## src/rtl/data_mux_stream_sel.sv

```systemverilog
// data_mux_stream_sel: N-to-1 AXI-Stream link multiplexer with a registered
// output stage. After each fast-control link reset it inserts a programmable
// burst of idle words (BX0 idle word on an orbit-sync edge). The channel
// select is staged and normally switches only on an orbit edge.
// Optional status counters are compiled in with DATA_MUX_STREAM_SEL_STATUS_EN.

module data_mux_stream_sel #(
  parameter int DATA_WIDTH          = 32,
  parameter int N_INPUTS            = 16,
  parameter int SEL_WIDTH           = $clog2(N_INPUTS),
  parameter int OUTPUT_REVERSE_BITS = 1,
  parameter int SEL_IMMEDIATE       = 0
) (
  input  logic                  clk,
  input  logic                  rstn,
  input  logic [DATA_WIDTH-1:0] tdata_in [N_INPUTS],
  input  logic [N_INPUTS-1:0]   tvalid_in,
  output logic [N_INPUTS-1:0]   tready_in,
  output logic [DATA_WIDTH-1:0] tdata_out,
  output logic                  tvalid_out,
  input  logic                  tready_out,
  input  logic [15:0]           n_idle_words,
  input  logic [SEL_WIDTH-1:0]  output_select,
  input  logic [DATA_WIDTH-1:0] idle_word,
  input  logic [DATA_WIDTH-1:0] idle_word_bx0,
  input  logic                  fc_orbitSync,
  input  logic                  fc_linkReset,
  output logic [SEL_WIDTH-1:0]  active_select,
  output logic                  idle_active
`ifdef DATA_MUX_STREAM_SEL_STATUS_EN
  ,
  input  logic                  clear_stats,
  output logic [31:0]           idle_words_sent,
  output logic [31:0]           gap_beats
`endif
);

  if (N_INPUTS < 2 || N_INPUTS > 256) begin : g_bad_n_inputs
    $error("data_mux_stream_sel: N_INPUTS must be 2..256");
  end

  logic                  adv;
  logic                  orbit_q;
  logic                  lreset_q;
  logic                  orbit_rise;
  logic                  lreset_rise;
  logic [15:0]           idle_count;
  logic                  sel_in_range;
  logic [DATA_WIDTH-1:0] mux_word;
  logic                  mux_valid;
  logic [DATA_WIDTH-1:0] out_word;

  // The output register accepts a new beat whenever it is empty or drained;
  // every input link advances in lockstep with it.
  assign adv         = !tvalid_out || tready_out;
  assign tready_in   = {N_INPUTS{adv}};
  assign orbit_rise  = fc_orbitSync & !orbit_q;
  assign lreset_rise = fc_linkReset & !lreset_q;
  assign idle_active = (idle_count != 16'd0);

  // With a power-of-two channel count every select code is a real channel.
  if (N_INPUTS == (1 << SEL_WIDTH)) begin : g_sel_full
    assign sel_in_range = 1'b1;
  end else begin : g_sel_partial
    assign sel_in_range = (active_select < SEL_WIDTH'(N_INPUTS));
  end

  // Edge history only moves on advancing beats, so an edge seen during a
  // stall stays pending until the beat it belongs to is actually taken.
  always_ff @(posedge clk or negedge rstn) begin
    if (!rstn) begin
      // NOTE: registers use non-blocking assignments so every flop samples
      // pre-edge values regardless of block ordering.
      orbit_q  <= 1'b0;
      lreset_q <= 1'b0;
    end else if (adv) begin
      orbit_q  <= fc_orbitSync;
      lreset_q <= fc_linkReset;
    end
  end

  // Idle countdown: a link-reset edge (re)loads, otherwise count down per beat.
  always_ff @(posedge clk or negedge rstn) begin
    if (!rstn) begin
      idle_count <= 16'd0;
    end else if (lreset_rise) begin
      idle_count <= n_idle_words;
    end else if (idle_active && adv) begin
      idle_count <= idle_count - 16'd1;
    end
  end

  // Stage the requested channel; it applies from the following beat.
  always_ff @(posedge clk or negedge rstn) begin
    if (!rstn) begin
      active_select <= '0;
    end else if (adv && (SEL_IMMEDIATE != 0 || orbit_rise)) begin
      active_select <= output_select;
    end
  end

  // Pick the next output beat: idle pattern, selected channel, or nothing.
  always_comb begin
    // NOTE: defaults first so every path assigns both outputs and no latch
    // is inferred.
    mux_word  = '0;
    mux_valid = 1'b0;
    if (idle_active) begin
      mux_word  = orbit_rise ? idle_word_bx0 : idle_word;
      mux_valid = 1'b1;
    end else if (sel_in_range) begin
      mux_word  = tdata_in[active_select];
      mux_valid = tvalid_in[active_select];
    end
  end

  if (OUTPUT_REVERSE_BITS != 0) begin : g_reverse
    // Mirror the word so bit i of the output is bit DATA_WIDTH-1-i.
    always_comb begin
      for (int i = 0; i < DATA_WIDTH; i++) begin
        out_word[i] = mux_word[DATA_WIDTH-1-i];
      end
    end
  end else begin : g_straight
    assign out_word = mux_word;
  end

  // Output register: load on an advancing beat, hold while stalled.
  always_ff @(posedge clk or negedge rstn) begin
    if (!rstn) begin
      tdata_out  <= '0;
      tvalid_out <= 1'b0;
    end else if (adv) begin
      tdata_out  <= out_word;
      tvalid_out <= mux_valid;
    end
  end

`ifdef DATA_MUX_STREAM_SEL_STATUS_EN
  // Saturating counters of accepted idle beats and of empty channel beats.
  always_ff @(posedge clk or negedge rstn) begin
    if (!rstn) begin
      idle_words_sent <= '0;
      gap_beats       <= '0;
    end else if (clear_stats) begin
      idle_words_sent <= '0;
      gap_beats       <= '0;
    end else if (adv) begin
      if (idle_active && idle_words_sent != 32'hFFFF_FFFF)
        idle_words_sent <= idle_words_sent + 32'd1;
      if (!idle_active && !mux_valid && gap_beats != 32'hFFFF_FFFF)
        gap_beats <= gap_beats + 32'd1;
    end
  end
`endif

endmodule
```

## config.mk

```make
export PLATFORM = sky130hd
export DESIGN_NAME = data_mux_stream_sel
export DESIGN_NICKNAME = d
export VERILOG_FILES = /design/src/rtl/data_mux_stream_sel.sv
export SDC_FILE = /design/constraint.sdc
export NUM_CORES = 1
export LEC_CHECK = 0
export ABC_AREA = 1
export CORE_AREA = 2 2 259 261
export CTS_BUF_LIST = sky130_fd_sc_hd__clkbuf_4 sky130_fd_sc_hd__clkbuf_8
export CTS_CLUSTER_SIZE = 20
export DETAILED_ROUTE_END_ITERATION = 7
export DIE_AREA = 0 0 261 263
export SYNTH_ARGS = -nofsm -noshare
export SYNTH_HDL_FRONTEND = slang
export SYNTH_SLANG_ARGS = --single-unit
```

## constraint.sdc

```tcl
create_clock -name clk -period 4.7 [get_ports clk]
set_clock_uncertainty 0.1 [all_clocks]
set_input_delay 0.94 -clock clk [delete_from_list [all_inputs] [get_ports clk]]
set_output_delay 0.94 -clock clk [all_outputs]
set_load 0.01 [all_outputs]
```

==> flow_metrics.py <==
metrics = {
    "timing": {
        "worst_pin_slew_ps": 953.8,
        "rsz0062_at_grt": "no",
        "fin_crit_sh_pct": 73.31,
        "hold_slack_ps": 469.0,
        "drv_slew": 0,
        "fin_ws_ps": 1255,
        "hold_violations": 0,
        "fin_crit_ps": 3445,
        "setup_viol": 0,
        "relSlewSlack_pct": 36.32,
        "tns_ps": 0,
        "max_freq_ghz": 0.2902,
    },
    "worst_setup_path": {
        "cp-startpoint": "tready_out",
        "worst_setup_path_end_kind": "output pin",
        "critPathArrivalTime_ps": 2410,
        "critPathMaxFanout": 24,
        "start_kind": "input pin",
        "r2r-start": "active_select[0]$_DFFE_PN0P_",
        "required_ps": 3660,
        "worstSetupPathType": "input pin to output pin",
    },
    "synth": {
        "post-synth-top-count-cell": "nand2_1",
        "syn_area_um2": 9325,
        "synth_edf_count": 0,
        "yosysTopAreaCell": "nand2_1",
        "yosysWarningCount": 0,
        "synthArstFlopShare_pct": 100.0,
        "synth_area_leaders": "nand2_1 40%, dfrtp_1 15%, nand3_1 15%",
        "postSynthRegisterBits": 55,
        "synthTopCellsByCount": "992 x nand2_1, 274 x nand3_1, 203 x inv_1, 75 x buf_2, 58 x o21ai_0",
        "seq_area_frac_synth_pct": 14.76,
        "syn_area_per_cell_um2": 4.944,
        "yosysTopAreaCellShare_pct": 39.93,
        "synth_cell_types": 33,
        "ys.flop_type": "dfrtp_1",
        "synth_cells": 1886,
        "syn_nets": 2504,
    },
    "placed_design": {
        "port_buffers": 670,
        "place_inst": 3303,
        "place_ws_ps": 1262,
        "globalplace.congestion": 0.8787,
        "hpwl_um": 50890,
    },
    "die": {
        "dieHeight_um": 263,
        "fp.dieW_um": 261,
        "die-area_um2": 68640,
        "placementRows": 94,
        "core-area_um2": 65630,
        "initial_utilization_pct": 14.21,
        "io_pins": 671,
    },
    "layout": {
        "register_area_um2": 1389,
        "nFillCells": 7498,
        "instances_no_fill": 3316,
        "multi_input_area_um2": 6444,
        "synthToLayoutAreaGrowth_pct": 79.61,
        "layout.nets": 3064,
        "drive_above_1_share_pct": 2.452,
    },
    "clock_network": {
        "cts_max_path_buffers": 2,
        "cts_setup_buffers": 0,
        "cts_tree": "built",
        "cts_buffers": 5,
        "root_buffer": "clkbuf_8",
        "cts_max_level": 2,
        "cts.sinks": 55,
        "cts.clk_slew.worst_paths_ps": 130,
        "cts.hold.buffers_added": 0,
        "clk_latency_ps": 350,
        "cts_resized": 0,
    },
    "detailed_routing": {
        "detail_route.wl_per_cell_um": 18.99,
        "num_vias": 13456,
        "routed_wl_um": 62960,
        "first_pass_iters": 5,
        "ant_nets": 0,
        "avgViaCountPerCell": 4.058,
        "drc_errors": 0,
        "drt_iter0_drc": 773,
    },
    "global_routing": {
        "track_usage_pct": 17.53,
        "grt_pass1_wl_um": 87970,
        "overflow": 0,
        "grt_max_degree": 151,
        "antenna_found_initial": 7,
        "grt_pass1_vias": 13208,
    },
    "power_and_ir_drop": {
        "power_density_nw_per_um2": 227.7,
        "power_mw": 3.814,
        "p_leak_nw": 8.198,
        "ir_drop_v": 0.0001868,
    },
    "run": {
        "drv_cap": 0,
    },
    "run_status": {
        "status": "finished, final reports clean",
    },
    "min_path": {
        "min_from": "idle_count[1]$_DFFE_PN0P_",
        "hold_path.class": "flip-flop to flip-flop",
    },
}
-- where the power goes --
| group | internal (mW) | switching (mW) |
|---|---|---|
| Clock | 0.161 | 0.201 |
| Combinational | 1.10 | 1.68 |
| Sequential | 0.553 | 0.120 |
| Total | 1.82 | 2.00 |
-- sequential cells by signal, summed over array words and instances, names as in the netlist --
name / count
active_select: 4
tvalid_out: 1
orbit_q: 1
idle_count: 16
tdata_out: 32
lreset_q: 1
-- placed cells by master (no fill, tap or decap), types with 3 or more instances in the layout --
master | Yosys | final
nand2_1 | 992 | 991
clkdlybuf4s50_1 | 0 | 669
nand3_1 | 274 | 274
inv_1 | 203 | 202
o21ai_0 | 58 | 58
nor2_1 | 57 | 57
dfrtp_1 | 55 | 51
mux2i_1 | 33 | 33
o211ai_1 | 27 | 27
buf_4 | 19 | 17
o21ai_1 | 11 | 11
nor2_2 | 6 | 6
diode_2 | 0 | 5
clkbuf_8 | 0 | 5
nand2_2 | 3 | 4
a21oi_1 | 4 | 4
buf_12 | 0 | 4
inv_2 | 3 | 3
nand4_1 | 3 | 3
dfrtp_4 | 0 | 3
-- area by class of cell --
type | count | share of cell area (%)
clock inverter | 3 | 0.2764
clock buffer | 5 | 0.4109
inverter | 209 | 4.766
multi-input combinational | 1484 | 38.47
timing repair buffer | 691 | 41.25
sequential | 55 | 8.292
tap | 864 | 6.455
antenna | 5 | 0.07470
-- kinds of logic (layout without fill, tap and decap cells) --
family	count (synthesis)	after routing	share of synthesized area, %
AND/OR/NAND/NOR	1346	1346	58.94
buffers and inverters	347	908	16.17
AO/OA/AOI/OAI	101	101	6.172
flip-flops	55	55	14.76
multiplexers	33	33	3.542
XOR/XNOR	3	3	0.2818
adder cells (fa/ha/maj)	1	1	0.1342
other	0	5	0
-- worst max-delay path: stages --
cell	delay, ps
clkdlybuf4s50_1	500
nor2_4	50
inv_2	280
clkdlybuf4s50_1	630
-- per-layer routing --
layer,GRT usage (%),share of wire [%],up-vias
met5,0,0.021,-
met4,4.807,3.0,2
met3,2.956,7.0,65
met2,31.36,49,586
met1,21.39,41,5905
li1,-,-,6898
-- stage by stage --
step / instance area [um^2] / util [%]
final: 16750 / 25.52
after CTS: 16740 / 25.50
after floorplan: 9325 / -
after detailed placement: 16620 / 25.33
after global placement: 16620 / 25.33
after global routing: 16740 / 25.51
-- final timing paths --
path	depth (start not counted)	endpoint	slack (ps)
max	4	tready_in[7]	1250
min	2	idle_count[1]$_DFFE_PN0P_	470
max reg2reg	10	tdata_out[30]$_DFFE_PN0N_	1930
min reg2reg	2	idle_count[1]$_DFFE_PN0P_	470
max in group asynchronous	2	active_select[1]$_DFFE_PN0P_	3170
min in group asynchronous	1	tdata_out[10]$_DFFE_PN0N_	580
Power figures use the tool's default switching activity.
